===== config.mk =====
export PLATFORM = sky130hd
export DESIGN_NAME = regfile_dump_ctrl
export DESIGN_NICKNAME = d
export VERILOG_FILES = /design/src/rtl/regfile_dump_pkg.sv /design/src/rtl/regfile_dump_ctrl.sv
export SDC_FILE = /design/constraint.sdc
export NUM_CORES = 1
export LEC_CHECK = 0
export CORE_ASPECT_RATIO = 0.75
export CORE_MARGIN = 8
export CORE_UTILIZATION = 45
export DETAILED_ROUTE_END_ITERATION = 6
export HOLD_SLACK_MARGIN = 0.12
export PLACE_DENSITY = 0.95
export SYNTH_ARGS = -nofsm -noshare
export SYNTH_HDL_FRONTEND = slang
export SYNTH_SLANG_ARGS = --single-unit

===== constraint.sdc =====
create_clock -name clk -period 5.7 [get_ports clk]
set_clock_uncertainty 0.1 [all_clocks]
set_input_delay 1.14 -clock clk [delete_from_list [all_inputs] [get_ports clk]]
set_output_delay 1.14 -clock clk [all_outputs]
set_load 0.01 [all_outputs]

===== src/rtl/regfile_dump_pkg.sv =====
// Shared types and helpers for the register file dump controller.
// Holds the controller state encoding and the modulo-N address increment.
package regfile_dump_pkg;

  typedef enum logic [1:0] {
    IDLE  = 2'd0,
    RUN   = 2'd1,
    FLUSH = 2'd2
  } state_t;

  // Wrap-around increment for register files whose depth is not a power of two.
  function automatic int unsigned next_addr(input int unsigned addr, input int unsigned n);
    return (addr == n - 1) ? 32'd0 : addr + 32'd1;
  endfunction

endpackage


===== src/rtl/regfile_dump_ctrl.sv =====
// Sweeps a wrap-around address range of a single-read-port register file and
// streams the words out on a valid/ready interface with a last marker.
module regfile_dump_ctrl
  import regfile_dump_pkg::*;
#(
  parameter int WIDTH = 32,
  parameter int N     = 4,
  localparam int AW   = $clog2(N)
) (
  input  logic             clk,
  input  logic             rstn,
  input  logic             start,
  input  logic [AW-1:0]    start_addr,
  input  logic [AW:0]      count,
  input  logic             abort,
  output logic             busy,
  output logic             done,
  output logic             rf_read_en,
  output logic [AW-1:0]    rf_read_addr,
  input  logic [WIDTH-1:0] rf_data,
  output logic             m_valid,
  input  logic             m_ready,
  output logic [WIDTH-1:0] m_data,
  output logic             m_last
);

  localparam logic [AW:0] N_CNT = (AW+1)'(N);
  localparam logic [AW:0] ONE   = (AW+1)'(1);

  state_t           state_reg, state_next;
  logic [AW-1:0]    pointer_reg, pointer_next;
  logic [AW:0]      remaining_reg, remaining_next;
  logic             m_valid_reg, m_valid_next;
  logic             m_last_reg, m_last_next;
  logic [WIDTH-1:0] m_data_reg, m_data_next;
  logic             done_reg, done_next;
  logic             issue;
  logic [AW:0]      count_sat;

  always_ff @(posedge clk or negedge rstn) begin
    if (!rstn) begin
      state_reg     <= IDLE;
      pointer_reg   <= '0;
      remaining_reg <= '0;
      m_valid_reg   <= 1'b0;
      m_last_reg    <= 1'b0;
      m_data_reg    <= '0;
      done_reg      <= 1'b0;
    end else begin
      state_reg     <= state_next;
      pointer_reg   <= pointer_next;
      remaining_reg <= remaining_next;
      m_valid_reg   <= m_valid_next;
      m_last_reg    <= m_last_next;
      m_data_reg    <= m_data_next;
      done_reg      <= done_next;
    end
  end

  always_comb begin
    state_next     = state_reg;
    pointer_next   = pointer_reg;
    remaining_next = remaining_reg;
    m_valid_next   = m_valid_reg;
    m_last_next    = m_last_reg;
    m_data_next    = m_data_reg;
    done_next      = 1'b0;
    issue          = 1'b0;
    count_sat      = (count > N_CNT) ? N_CNT : count;

    case (state_reg)
      IDLE: begin
        // Start outranks a simultaneous abort here; a zero-length request only pulses done.
        if (start) begin
          pointer_next   = start_addr;
          remaining_next = count_sat;
          if (count_sat == '0) begin
            done_next = 1'b1;
          end else begin
            state_next = RUN;
          end
        end
      end
      RUN: begin
        if (abort) begin
          state_next   = IDLE;
          m_valid_next = 1'b0;
          m_last_next  = 1'b0;
        end else begin
          issue = (!m_valid_reg || m_ready) && (remaining_reg != '0);
          if (issue) begin
            m_data_next    = rf_data;
            m_valid_next   = 1'b1;
            m_last_next    = (remaining_reg == ONE);
            remaining_next = remaining_reg - ONE;
            pointer_next   = AW'(next_addr(32'(pointer_reg), N));
            if (remaining_reg == ONE) begin
              state_next = FLUSH;
            end
          end else if (m_valid_reg && m_ready) begin
            m_valid_next = 1'b0;
          end
        end
      end
      FLUSH: begin
        if (abort) begin
          state_next   = IDLE;
          m_valid_next = 1'b0;
          m_last_next  = 1'b0;
        end else if (m_valid_reg && m_ready) begin
          state_next   = IDLE;
          m_valid_next = 1'b0;
          m_last_next  = 1'b0;
          done_next    = 1'b1;
        end
      end
      default: begin
        state_next = IDLE;
      end
    endcase
  end

  assign busy         = (state_reg != IDLE);
  assign done         = done_reg;
  assign rf_read_en   = issue;
  assign rf_read_addr = pointer_reg;
  assign m_valid      = m_valid_reg;
  assign m_data       = m_data_reg;
  assign m_last       = m_last_reg;

endmodule

==> results.py <==
metrics = {
    "outcome": {
        "outcome": "finished, final reports clean",
    },
    "route": {
        "totalWireLength_um": 4540,
        "wl_met3_um": 521,
        "ant_nets": 0,
        "vias": 1458,
        "firstDrtPassIters": 4,
        "wl_met2_um": 2100,
        "routed_via_density": 5.15,
        "dr.max_layer_used": "met3",
        "wire_per_inst_um": 16.0,
        "drt_iter0_drc": 47,
        "drt-met1-wl_um": 1910,
        "drc_errors": 0,
    },
    "placed_design": {
        "dpl.hpwl_um": 3610,
        "gp_congestion": 0.856,
        "port_buffers": 80,
    },
    "critical_path": {
        "crit_path_start_kind": "input pin",
        "crit_type": "input pin to output pin",
        "path_delay_family": "buffers and inverters",
        "cp.arrival_ns": 2.70,
        "path_buf_inv": 2,
        "crit_chain": "clkdlybuf4s50_1, and2b_1, nor4_4, clkdlybuf4s50_1",
        "crit_top_cell": "clkdlybuf4s50_1",
        "critPathRequiredTime_ns": 4.46,
        "cp_max_fo": 5,
        "slowest_delay_ns": 0.61,
        "slowest_stage": "clkdlybuf4s50_1",
        "end_kind": "output pin",
    },
    "synthesis": {
        "netlist_instances": 143,
        "synth-seq-cells": 42,
        "synthDominantCellAreaShare_pct": 54.4,
        "yosysTopAreaCell": "dfrtp_1",
        "syn_nets": 193,
        "async_flop_share_pct": 100,
        "synth.cell_area_um2": 1930,
        "synth-edff-count": 0,
        "synth_cell_type_count": 32,
        "ys_warn_count": 0,
        "synthTopCellsByCount": "42 x dfrtp_1, 34 x mux2_2, 9 x inv_1, 8 x ha_1, 5 x nand2_1",
        "synth_top_flop_cell": "dfrtp_1",
        "yosysMostFrequentCell": "dfrtp_1",
        "synthTopCellsByArea": "dfrtp_1 54%, mux2_2 20%, ha_1 5.2%",
        "ys_seq_area_share_pct": 54.4,
        "syn_area_per_cell_um2": 13.5,
    },
    "global_routing": {
        "grt_max_degree": 43,
        "grt_pass1_vias": 1500,
        "overflow": 0,
        "grt_pass1_wl_um": 7600,
        "grt_util_all_layers_pct": 14.1,
        "antenna_found_initial": 0,
    },
    "floorplan": {
        "core_um2": 4080,
        "die_area_um2": 6670,
        "initial_utilization_pct": 47.4,
        "fp.dieH_um": 72.7,
        "fp.dieW_um": 91.7,
        "row_count": 20,
        "io-pin-count": 81,
    },
    "cts": {
        "cts_resized": 0,
        "clk_pin_slew_ns": 0.08,
        "cts_made_buffers": 5,
        "cts_tree": "built",
        "clock_path_buffers": 2,
        "clkLatencyLatePin_ns": 0.28,
        "cts.sinks": 42,
        "postCtsSetupBuffers": 0,
        "ctsHoldBuffers": 0,
        "h-tree-depth": 2,
        "root_buffer": "clkbuf_8",
    },
    "cells_and_area": {
        "layout-drive-gt1-share_pct": 20.2,
        "area_growth_pct": 48.8,
        "final_nets": 277,
        "antenna_cells": 0,
        "largest_reg_flops": 32,
        "fin_util_pct": 70.5,
        "fillers": 293,
    },
    "worst_hold_path": {
        "min_path_type": "flip-flop to flip-flop",
    },
    "timing": {
        "max_freq_mhz": 254,
        "hold_violations": 0,
        "fin_crit_ns": 3.94,
        "slew_headroom_pct": 40.5,
        "setup-tns-final_ns": 0,
        "finalMaxSlewViolations": 0,
        "final-setup-viol-count": 0,
        "grt_setup_unrepaired": "false",
        "worst_slew_pin_slew_ns": 0.892,
        "finalCritPeriodShare_pct": 69.1,
    },
    "power_and_ir_drop": {
        "p_leak_nw": 1.21,
        "total_power_w": 0.00162,
        "powerDensity_nw_per_um2": 564,
        "ir_drop_v": 0.000285,
    },
    "flow_run": {
        "maxCapViolations": 0,
    },
}
[cell families after synthesis]
| group | share of synthesized area (%) |
|---|---|
| flip-flops | 54.4 |
| multiplexers | 22.0 |
| AND/OR/NAND/NOR | 8.42 |
| AO/OA/AOI/OAI | 6.28 |
| buffers and inverters | 3.76 |
| adder cells (fa/ha/maj) | 5.18 |
[cell type report]
cell class	instances	area [um2]	area share [%]
clock buffer	6	72.6	2.52
clock inverter	2	37.5	1.31
inverter	9	33.8	1.17
multi-input combinational	88	808	28.1
sequential	42	1050	36.6
tap	55	68.8	2.39
timing repair buffer	81	803	27.9
[layout by cell type, fill, tap and decap left out]
master	Yosys	final
nor3_1	2	2
mux2_1	1	1
nor3b_1	1	1
a32o_1	1	1
a22o_1	1	1
nor2b_2	1	1
dfrtp_1	42	42
nor2b_1	2	2
mux2i_1	3	3
nor4_4	1	1
o21ai_0	3	3
a221oi_1	2	2
nand3_1	2	2
inv_1	9	9
o22ai_1	3	3
clkbuf_1	0	1
a22oi_1	1	1
or3_1	1	1
a211oi_1	1	1
bufinv_16	0	1
nand2b_1	1	1
clkbuf_8	0	5
ha_1	8	8
nand2_1	5	5
nor3_4	1	1
and3_1	2	2
a21oi_1	3	3
nor2_1	2	2
o22a_1	1	1
a31oi_1	2	2
clkdlybuf4s50_1	0	79
clkinvlp_4	0	1
and2b_1	1	1
buf_2	1	1
mux2_2	34	34
nor4b_1	2	2
buf_4	0	1
[report_power, final]
| part | switching [W] | leakage [nW] | internal (W) |
|---|---|---|---|
| clock network | 0.0000979 | 0.0514 | 0.000131 |
| logic | 0.000356 | 0.657 | 0.000499 |
| registers | 0.0000849 | 0.501 | 0.000452 |
[per-layer routing]
layer / vias up / track usage (%)
met5: - / 0
met4: 0 / 1.63
met3: 0 / 7.19
met2: 76 / 22.3
met1: 700 / 17.2
li1: 682 / -
[path summary, 6_finish.rpt]
path | startpoint | endpoint | slack [ns] | depth (start not counted)
min reg2reg | m_data[9] | m_data[9] | 0.39 | 1
max in group asynchronous | rstn | remaining_reg[2] | 4.07 | 1
min in group asynchronous | rstn | rf_read_addr[1] | 0.88 | 1
max reg2reg | state_reg[1] | m_data[11] | 3.25 | 6
max | m_ready | rf_read_en | 1.76 | 4
min | m_data[9] | m_data[9] | 0.39 | 1
[stage by stage]
step                      hold WS, ns  area, um2  std cells  setup WS (ns)
after global routing            0.418       2880        283           1.63
final                           0.389       2880        283           1.76
after floorplan                 0.406       1930        143           2.55
after CTS                       0.396       2880        283           1.74
after detailed placement        0.377       2770        275           1.75
after global placement          0.370       2770        275           1.76
No activity file was read; power rests on OpenSTA's default activity.
